<file path="src/rtl/iter_div_unit.sv">
// Iterative radix-2 restoring divider for the RV64M DIV/REM family.
// Returns one XLEN-bit quotient or remainder per request held on div_ready.
module iter_div_unit #(
  parameter int unsigned XLEN = 64
) (
  input  logic            clk,
  input  logic            rst,
  input  logic            div_ready,
  input  logic [7:0]      inst_opcode,
  input  logic [XLEN-1:0] dividend,
  input  logic [XLEN-1:0] diviser,
  output logic [XLEN-1:0] div_rem_data,
  output logic            div_finish
);

  localparam int unsigned CNT_W = $clog2(XLEN);

  // Opcode encodings shared with the execute-stage decoder.
  localparam logic [7:0] INST_DIV   = 8'h50;
  localparam logic [7:0] INST_DIVU  = 8'h51;
  localparam logic [7:0] INST_REM   = 8'h52;
  localparam logic [7:0] INST_REMU  = 8'h53;
  localparam logic [7:0] INST_DIVW  = 8'h54;
  localparam logic [7:0] INST_DIVUW = 8'h55;
  localparam logic [7:0] INST_REMW  = 8'h56;
  localparam logic [7:0] INST_REMUW = 8'h57;

  // Most-negative dividends; the W form is the sign-extended 32-bit minimum.
  localparam logic [XLEN-1:0] MIN_D = {1'b1, {(XLEN-1){1'b0}}};
  localparam logic [XLEN-1:0] MIN_W = {{(XLEN-31){1'b1}}, {31{1'b0}}};

  typedef enum logic [1:0] {
    S_IDLE,
    S_BUSY,
    S_DONE
  } state_e;

  state_e            state_q, state_d;
  logic [XLEN-1:0]   rem_q, rem_d;
  logic [XLEN-1:0]   quo_q, quo_d;
  logic [XLEN-1:0]   dvs_q, dvs_d;
  logic [XLEN-1:0]   data_q, data_d;
  logic [CNT_W-1:0]  cnt_q, cnt_d;
  logic              neg_quo_q, neg_quo_d;
  logic              neg_rem_q, neg_rem_d;
  logic              sel_rem_q, sel_rem_d;
  logic              w_op_q, w_op_d;
  logic              finish_q, finish_d;

  logic              op_valid, op_signed, op_rem, op_w;
  logic              dvd_neg, dvs_neg, div_zero, overflow;
  logic [XLEN-1:0]   dvd_abs, dvs_abs;
  logic [XLEN:0]     rem_sh, trial;
  logic              step_ok;
  logic [XLEN-1:0]   rem_step, quo_step;

  // Select quotient or remainder and apply W-form sign extension of bit 31.
  function automatic logic [XLEN-1:0] pick_result(input logic [XLEN-1:0] quo,
                                                  input logic [XLEN-1:0] rem,
                                                  input logic            sel_rem,
                                                  input logic            w_op);
    logic [XLEN-1:0] res;
    res = sel_rem ? rem : quo;
    if (w_op) res = {{(XLEN-32){res[31]}}, res[31:0]};
    return res;
  endfunction

  // Opcode decode into signedness, result select and W form.
  always_comb begin
    op_valid  = 1'b1;
    op_signed = 1'b0;
    op_rem    = 1'b0;
    op_w      = 1'b0;
    case (inst_opcode)
      INST_DIV:   op_signed = 1'b1;
      INST_DIVU:  op_signed = 1'b0;
      INST_REM:   begin op_signed = 1'b1; op_rem = 1'b1; end
      INST_REMU:  op_rem = 1'b1;
      INST_DIVW:  begin op_signed = 1'b1; op_w = 1'b1; end
      INST_DIVUW: op_w = 1'b1;
      INST_REMW:  begin op_signed = 1'b1; op_rem = 1'b1; op_w = 1'b1; end
      INST_REMUW: begin op_rem = 1'b1; op_w = 1'b1; end
      default:    op_valid = 1'b0;
    endcase
  end

  // Operand magnitudes and fast-path detection; W operands arrive pre-extended,
  // so the W overflow case is recognised on its sign-extended minimum.
  assign dvd_neg  = op_signed & dividend[XLEN-1];
  assign dvs_neg  = op_signed & diviser[XLEN-1];
  assign dvd_abs  = dvd_neg ? -dividend : dividend;
  assign dvs_abs  = dvs_neg ? -diviser : diviser;
  assign div_zero = (diviser == '0);
  assign overflow = op_signed && (dividend == (op_w ? MIN_W : MIN_D)) && (&diviser);

  // One restoring step on the shifted {rem,quo} pair.
  assign rem_sh   = {rem_q, quo_q[XLEN-1]};
  assign trial    = rem_sh - {1'b0, dvs_q};
  assign step_ok  = ~trial[XLEN];
  assign rem_step = step_ok ? trial[XLEN-1:0] : rem_sh[XLEN-1:0];
  assign quo_step = {quo_q[XLEN-2:0], step_ok};

  // Next-state and output logic; results are loaded on entry to DONE.
  always_comb begin
    state_d   = state_q;
    rem_d     = rem_q;
    quo_d     = quo_q;
    dvs_d     = dvs_q;
    cnt_d     = cnt_q;
    neg_quo_d = neg_quo_q;
    neg_rem_d = neg_rem_q;
    sel_rem_d = sel_rem_q;
    w_op_d    = w_op_q;
    data_d    = data_q;
    finish_d  = 1'b0;
    case (state_q)
      S_IDLE: begin
        if (div_ready && op_valid) begin
          sel_rem_d = op_rem;
          w_op_d    = op_w;
          neg_quo_d = dvd_neg ^ dvs_neg;
          neg_rem_d = dvd_neg;
          dvs_d     = dvs_abs;
          if (div_zero) begin
            state_d  = S_DONE;
            finish_d = 1'b1;
            data_d   = pick_result('1, dividend, op_rem, op_w);
          end else if (overflow) begin
            state_d  = S_DONE;
            finish_d = 1'b1;
            data_d   = pick_result(dividend, '0, op_rem, op_w);
          end else begin
            rem_d   = '0;
            quo_d   = dvd_abs;
            cnt_d   = '0;
            state_d = S_BUSY;
          end
        end
      end
      S_BUSY: begin
        if (!div_ready) begin
          state_d = S_IDLE;
        end else begin
          rem_d = rem_step;
          quo_d = quo_step;
          cnt_d = cnt_q + CNT_W'(1);
          if (cnt_q == CNT_W'(XLEN-1)) begin
            state_d  = S_DONE;
            finish_d = 1'b1;
            data_d   = pick_result(neg_quo_q ? -quo_step : quo_step,
                                   neg_rem_q ? -rem_step : rem_step,
                                   sel_rem_q, w_op_q);
          end
        end
      end
      S_DONE:  state_d = S_IDLE;
      default: state_d = S_IDLE;
    endcase
  end

  // State and datapath registers with asynchronous active-low clear.
  always_ff @(posedge clk or negedge rst) begin
    if (!rst) begin
      state_q   <= S_IDLE;
      rem_q     <= '0;
      quo_q     <= '0;
      dvs_q     <= '0;
      cnt_q     <= '0;
      neg_quo_q <= 1'b0;
      neg_rem_q <= 1'b0;
      sel_rem_q <= 1'b0;
      w_op_q    <= 1'b0;
      data_q    <= '0;
      finish_q  <= 1'b0;
    end else begin
      state_q   <= state_d;
      rem_q     <= rem_d;
      quo_q     <= quo_d;
      dvs_q     <= dvs_d;
      cnt_q     <= cnt_d;
      neg_quo_q <= neg_quo_d;
      neg_rem_q <= neg_rem_d;
      sel_rem_q <= sel_rem_d;
      w_op_q    <= w_op_d;
      data_q    <= data_d;
      finish_q  <= finish_d;
    end
  end

  assign div_rem_data = data_q;
  assign div_finish   = finish_q;

endmodule

</file>
<file path="config.mk">
export PLATFORM = sky130hd
export DESIGN_NAME = iter_div_unit
export DESIGN_NICKNAME = d
export VERILOG_FILES = /design/src/rtl/iter_div_unit.sv
export SDC_FILE = /design/constraint.sdc
export NUM_CORES = 1
export LEC_CHECK = 0
export CELL_PAD_IN_SITES_DETAIL_PLACEMENT = 1
export CELL_PAD_IN_SITES_GLOBAL_PLACEMENT = 2
export CORE_MARGIN = 1
export CORE_UTILIZATION = 38
export DETAILED_ROUTE_END_ITERATION = 10
export PLACE_DENSITY = 0.93
export SYNTH_ARGS = -nofsm -noshare
export SYNTH_HDL_FRONTEND = slang
export SYNTH_SLANG_ARGS = --single-unit
</file>
<file path="constraint.sdc">
create_clock -name clk -period 11.5 [get_ports clk]
set_clock_uncertainty 0.15 [all_clocks]
set_input_delay 2.875 -clock clk [delete_from_list [all_inputs] [get_ports clk]]
set_output_delay 2.875 -clock clk [all_outputs]
set_load 0.005 [all_outputs]
</file>
==> results of run 1 <==
[power by group through the flow]
| stage | Combinational [mW] | Sequential [mW] | Clock (mW) |
|---|---|---|---|
| 5_1_grt | 6.47 | 1.51 | 1.26 |
| 3_5_place_dp | 5.84 | 1.49 | 0 |
| 6_report | 6.00 | 1.49 | 1.21 |
| 4_1_cts | 5.89 | 1.47 | 1.22 |
| 2_1_floorplan | 4.21 | 1.33 | 0 |
| 3_3_place_gp | 5.75 | 1.48 | 0 |
[kinds of logic (layout without fill, tap and decap cells)]
kind of cell | count (synthesis) | after routing | synth area share (%)
buf+inv | 306 | 393 | 4.997
mux | 61 | 61 | 2.516
simple gates | 1230 | 1230 | 24.25
other cells | 0 | 1 | 0
flops | 269 | 269 | 27.13
fa+ha+maj | 71 | 71 | 3.611
compound gates | 1138 | 1138 | 28.28
xor+xnor | 261 | 261 | 9.213
[registers in the layout (all words and copies together), names as in the netlist]
register / flops
sel_rem_q: 1
quo_q: 64
neg_rem_q: 1
state_q: 2
neg_quo_q: 1
rem_q: 64
cnt_q: 6
div_rem_data: 64
div_finish: 1
dvs_q: 64
w_op_q: 1
[cells in the mapped netlist, types with 70 or more instances]
master	n
inv_1	93
o211ai_1	90
xnor2_1	133
clkbuf_1	142
ha_1	70
xor2_1	128
nor2_1	293
o21ai_0	381
dfrtp_1	269
nand2_1	439
a21oi_1	298
nor3_1	84
[critical path, cell delays in order, from the launching register on]
cell     delay, ps
dfrtp_1        460
ha_1           560
nand2_1        160
nor2_1         260
nand3_1        270
nor3_1         610
nand3_1        210
o211a_2        400
nor2_4         610
inv_2          280
a21oi_1        380
ha_1           520
nand4_1        190
or3_1          410
or3_1          380
or2_0          230
or4_1          400
o21ai_0        160
a31oi_1        160
or3b_1         470
o41ai_2        250
xor2_1         160
a32o_1         270
a22o_1         190
[metal layers]
metal  global-route usage [%]  wire length [um]  vias to the layer above
met5                        0                 8                        -
met4                    12.72              4513                        2
met3                    3.691              5385                      221
met2                    49.39             47450                      846
met1                    40.80             45830                    13135
li1                         -                 -                    12283
[per-stage QoR]
step	instance area [sq um]	setup WS (ps)	instances	total power [mW]
after CTS	28530	3398	4278	8.585
after detailed placement	27310	2811	4212	7.328
after global routing	28530	2804	4278	9.232
after floorplan	24810	4770	3336	5.548
after global placement	27310	2977	4212	7.237
final	28540	3234	4279	8.696
[final timing paths]
check,start,endpoint,cells after the start
min in group asynchronous,rst,div_rem_data[13],1
setup reg to reg,rem_q[48],div_rem_data[60],23
hold / removal,dvs_q[58],dvs_q[58],2
setup / recovery,rem_q[48],div_rem_data[60],23
hold reg to reg,dvs_q[58],dvs_q[58],2
max in group asynchronous,rst,div_rem_data[38],3
[layout make-up]
cell class,count,area [sq um]
multi-input combinational,2761,16880
clock inverter,17,217.7
timing repair buffer,232,2267
antenna,1,2.502
sequential,269,6738
clock buffer,49,1010
tap,855,1070
inverter,95,356.6
fill,8032,35930
==> impl_results.rst, run 1 <==
.. list-table::
   :header-rows: 1

   * - Metric
     - Value
   * - Net count of the finished layout
     - 3605
   * - Starting density of the core
     - 38.49%
   * - Class of the most critical hold timing path
     - register to register
   * - Number of nets with antenna violations after routing
     - 0
   * - Hold slack final
     - 326.7 ps
   * - Vias in the first global route
     - roughly 26000
   * - Highest ir drop seen on vdd
     - around 0.00025 V
   * - Pins over their slew limit
     - 0
   * - DRC Markers
     - 0
   * - Clock Tree Buf Depth
     - 3
   * - Core Region
     - ~0.064 sq mm
   * - Shortest clock period the worst path allows after layout
     - approximately 8300 ps
   * - Crit Path Class
     - register to register
   * - Power density cells
     - ~300 mW/mm^2
   * - Overall die area
     - approximately 0.066 sq mm
   * - EDFF count, synth
     - 0
   * - Switching Fraction
     - 55.82%
   * - Register clock-pin slew on the reported worst setup and hold paths
     - 60 ps
   * - Total number of vias
     - between 20000 and 30000
   * - Detailed Route Iter0 Violations
     - ~2200
   * - Clock group share of total power
     - roughly 14%
   * - Max-cap violation count
     - 0
   * - HPWL after detailed placement
     - 78.65 mm
   * - Number of distinct library cells after synthesis
     - 110
   * - Net switching component of the power
     - 4.854 mW
   * - Total detailed-routing wirelength
     - slightly above 100 mm
   * - Top cell type by total area after synthesis
     - dfrtp_1
   * - Layout cells sized above 1
     - 5.259%
   * - Count of input and output buffers
     - about 200
   * - Wire length of the first global-routing pass
     - approximately 160 mm
   * - Sequential share of the synthesized area
     - around 27%
   * - Die Span X
     - between 200 and 300 um
   * - Max-Slew Margin vs Limit
     - 16.91%
   * - H-tree lvl count
     - 2
   * - Most used flip-flop cell after synthesis
     - dfrtp_1
   * - Worst Path Max Fanout
     - 27
   * - Final GP Congestion
     - slightly above 0.9
   * - Later-pin clock latency in the skew report
     - 580 ps
   * - Post-route clock period utilization
     - a little under three quarters
   * - Detailed-router iteration count before antenna repair
     - 5
   * - Pin count of the biggest net entering global routing
     - approximately 130
   * - Highest achievable clock rate
     - between 0.1 and 0.15 GHz
   * - Vert. Die Dim
     - approximately 260 um
   * - Overall track demand over capacity in global routing
     - between 30% and 40%
   * - Leading post-synthesis cells by cell area
     - dfrtp_1 (27%), o21ai_0 (7.7%), nand2_1 (6.6%)
   * - Hold Buf Count CTS
     - 0
   * - Number of buffers created by CTS
     - 36
   * - Count of state elements after synthesis
     - 269
   * - Critical Path Source Type
     - register
   * - Post-Syn Nets
     - between 3000 and 4000
   * - Antenna violations before repair
     - 7
   * - Post-synthesis instance area
     - 0.02481 sq mm
   * - Yosys top cell area share
     - 27.13%
   * - Synthesis Warnings
     - 0
   * - CTS tree
     - built
   * - Final-report hold violation count
     - 0
   * - Number of resized instances in the post-cts repair step
     - 0
   * - Area growth syn-to-layout
     - 15.01%
   * - Flop pwr share
     - between 10% and 20%
   * - Gate power share
     - 69.0%
   * - I/O pins
     - between 200 and 250
   * - Nature of the critical path endpoint
     - register
   * - Slew at the pin closest to its max-slew limit
     - around 1200 ps
   * - Async set or reset register ratio after synthesis
     - between 90% and 100%
   * - Number of setup buffers added after CTS
     - 0
   * - Data arrival time of the critical path
     - roughly 8600 ps
   * - R2R setup slack
     - about 3200 ps
   * - Total gr overflow
     - 0
   * - Reported leakage power
     - around 11 nW
   * - Standard-cell row count
     - a little over 90
   * - Commonest cells after routing, fill and taps aside
     - nand2_1 (438), o21ai_0 (381), a21oi_1 (298), nor2_1 (291), dfrtp_1 (266)
   * - Core utilization of the finished layout
     - ~44%
   * - Most frequent standard cell in the layout excluding fill and tap cells
     - nand2_1
   * - Setup tns final
     - 0 ps
   * - Buffer type at the clock tree root
     - clkbuf_16
   * - Clk sink count
     - ~270
   * - Average cell area after synthesis
     - around 7.4 sq um
   * - Average wire per cell in the routed design
     - between 20 and 25 um
   * - Setup repair after global routing missed its margin
     - false
   * - Via density per instance
     - ~6.2
   * - Final setup viols
     - 0
   * - Instance count of the mapped netlist
     - between 3000 and 4000
   * - Run status
     - complete, no violations
   * - Required time reported for the critical path endpoint
     - around 12000 ps
   * - Internal Pwr Total
     - between 3 and 4 mW
No activity file was read; power rests on OpenSTA's default activity.
==> inputs of run 2 (changes only) <==
CORE_UTILIZATION = 32   (was 38)
PLACE_DENSITY = 0.84   (was 0.93)
clock period = 7.1 ns   (was 11.5 ns; I/O delays follow)
==> run 2 against run 1 <==
  * Register-to-register slack got worse by 2800 ps
  * Worst hold slack about the same
  * Routed wire length increased by 5.4%
  * Critical endpoint unchanged
  * Core utilization decreased by 6.2 points
  * Total power increased by 65%
  * Maximum frequency increased by 23%
  * Largest power group unchanged
  * Flip-flop and latch count unchanged
  * Sequential power increased by 60%
  * Global-route usage decreased by 3.1 points
  * Sequential share of layout area decreased by 0.44 points
  * Count of clock-buffer cells in the layout increased by 3
  * Cell count increased by 4.9%
==> impl_results.rst, run 2 (same netlist as run 1, synthesis figures left out) <==
.. list-table::
   :header-rows: 1

   * - Metric
     - Value
   * - Run status
     - complete, no violations
   * - GR met3 Demand/Resource
     - between 3 and 4%
   * - Met2 global-route usage
     - between 40% and 50%
   * - Final setup viols
     - 0
   * - HPWL after detailed placement
     - 84.58 mm
   * - Clock Tree Buf Depth
     - 3
   * - Antenna violations before repair
     - 5
   * - Number of resized instances in the post-cts repair step
     - 0
   * - Max-Slew Margin vs Limit
     - ~15%
   * - Commonest cells after routing, fill and taps aside
     - nand2_1 (437), o21ai_0 (381), a21oi_1 (298), nor2_1 (291), dfrtp_1 (266)
   * - Gate power share
     - a little over two thirds
   * - Worst Hold Path Cells
     - 2
   * - I/O pins
     - about 200
   * - Clock group share of total power
     - approximately 14%
   * - Area growth syn-to-layout
     - 17.19%
   * - Layout cells sized above 1
     - a little over 6%
   * - Wire length of the first global-routing pass
     - between 150 and 200 mm
   * - Nature of the critical path endpoint
     - register
   * - Worst Path Max Fanout
     - 12
   * - R2R setup slack
     - around 400 ps
   * - Detailed-router iteration count before antenna repair
     - 5
   * - Later-pin clock latency in the skew report
     - around 600 ps
   * - Launch point of the worst path
     - rem_q[48]
   * - Number of buffers created by CTS
     - 38
   * - Highest achievable clock rate
     - roughly 0.15 GHz
   * - Pins over their slew limit
     - 0
   * - Total number of vias
     - around 26000
   * - Overall die area
     - approximately 0.08 sq mm
   * - Clk sink count
     - 269
   * - Standard-cell row count
     - 101
   * - Final-report hold violation count
     - 0
   * - Pin count of the biggest net entering global routing
     - about 110
   * - Cells on worst reg2reg path
     - 24
   * - Total detailed-routing wirelength
     - between 100 and 150 mm
   * - Crit path capture
     - div_rem_data[60]
   * - Power density cells
     - ~490 mW/mm^2
   * - DRC Markers
     - 0
   * - H-tree lvl count
     - 2
   * - Post-route clock period utilization
     - 94.30%
   * - Switching Fraction
     - a little under three fifths
   * - Data arrival time of the critical path
     - 7010 ps
   * - Slew at the pin closest to its max-slew limit
     - around 1300 ps
   * - Vias in the first global route
     - 26355
   * - CTS tree
     - built
   * - Most frequent standard cell in the layout excluding fill and tap cells
     - nand2_1
   * - Hold path startpoint
     - dvs_q[21]
   * - Met1 GRT Util
     - 35.71%
   * - Core Region
     - 0.07633 sq mm
   * - Setup tns final
     - 0 ps
   * - Shortest clock period the worst path allows after layout
     - between 6000 and 7000 ps
   * - Overall track demand over capacity in global routing
     - a little over a quarter
   * - Diode insertion count for antenna repair
     - 0
   * - Average wire per cell in the routed design
     - between 20 and 25 um
   * - Number of nets with antenna violations after routing
     - 0
   * - Internal Pwr Total
     - roughly 6.3 mW
   * - Required time reported for the critical path endpoint
     - ~7400 ps
   * - Net switching component of the power
     - approximately 8.0 mW
   * - Crit Path Class
     - register to register
   * - Buffer type at the clock tree root
     - clkbuf_16
   * - Power, Total
     - about 14 mW
   * - Via density per instance
     - a little under 6
   * - Vert. Die Dim
     - between 200 and 300 um
   * - Max-cap violation count
     - 0
   * - Flop pwr share
     - 16.6%
   * - Hold Buf Count CTS
     - 0
   * - Starting density of the core
     - between 30% and 40%
   * - Die Span X
     - about 280 um
   * - Reg-to-reg critical path startpoint
     - rem_q[48]
   * - Number of setup buffers added after CTS
     - 0
   * - Busiest layer in global routing
     - met2
   * - Critical register-to-register path endpoint
     - div_rem_data[60]
   * - Class of the most critical hold timing path
     - register to register
   * - Reported leakage power
     - about 11 nW
   * - Critical Path Source Type
     - register
   * - Setup repair after global routing missed its margin
     - false
   * - Register clock-pin slew on the reported worst setup and hold paths
     - 60 ps
   * - Net count of the finished layout
     - about 3600
   * - Detailed Route Iter0 Violations
     - around 1800
   * - Final GP Congestion
     - about 0.94
   * - Count of input and output buffers
     - 203
   * - Highest ir drop seen on vdd
     - 0.0003982 V
   * - Total gr overflow
     - 0
==> run 2: cell types whose count changed in the layout (fill, tap and decap cells not counted) <==
cell and delta:
buf_4 +34, clkinv_2 -4, buf_12 +2, clkbuf_16 +2, clkinv_8 +2, inv_6 -2, bufinv_16 -1, clkbuf_1 +1
clkinvlp_4 +1, diode_2 -1, nand2_1 -1, nand2_2 +1
==> run 2: power groups by stage <==
stage	registers [mW]	clock network (mW)	logic [mW]
CTS	2.37	2.02	9.86
global placement	2.38	0	9.71
floorplan	2.16	0	6.83
global route	2.42	2.06	10.8
finish	2.38	1.99	9.99
detailed placement	2.39	0	9.79
==> run 2: final cells by class <==
cell class | count | area (sq um)
Clock buffer | 52 | 1064
Clock inverter | 13 | 190.2
Fill cell | 9445 | 47250
Inverter | 95 | 356.6
Multi-Input combinational cell | 2761 | 16880
Sequential cell | 269 | 6738
Tap cell | 1030 | 1289
Timing Repair Buffer | 268 | 2562
==> run 2: worst max-delay path, stage by stage, from the launching register on <==
cell,delay [ps]
dfrtp_1,450
ha_1,480
a211o_1,360
o211ai_1,80
a21oi_1,150
a221o_1,420
a211oi_2,360
o211a_2,300
nor2_4,50
inv_2,170
nor2_1,60
a21oi_1,230
ha_1,220
nand4_1,120
or3_1,380
or3_1,340
or2_0,250
or4_1,400
o21ai_0,160
a31oi_1,130
or3b_1,500
o41ai_2,240
xor2_1,110
a32o_1,250
a22o_1,190
==> run 2: through the flow <==
stage	cell area [sq um]	hold slack (ps)	setup slack, ps	utilization (%)	cells
global route	29080	349.7	94.58	38.10	4488
global placement	27820	312.8	410.9	36.45	4423
finish	29080	326.8	404.4	38.10	4488
CTS	29080	333.4	495.3	38.10	4488
floorplan	24810	295.6	370.0	-	3336
detailed placement	27820	322.5	254.2	36.45	4423
==> run 2: metal layers <==
| metal | routed length [um] | up-vias |
|---|---|---|
| met5 | 22 | - |
| met4 | 4156 | 4 |
| met2 | 51310 | 775 |
| met3 | 5958 | 198 |
| li1 | - | 12357 |
| met1 | 47300 | 13157 |
==> run 2: how the worst min path moves through the flow <==
| stage | to |
|---|---|
| CTS | dvs_q[55] |
| global placement | dvs_q[57] |
| finish | dvs_q[21] |
| floorplan | cnt_q[5] |
| detailed placement | dvs_q[56] |
| global route | dvs_q[46] |
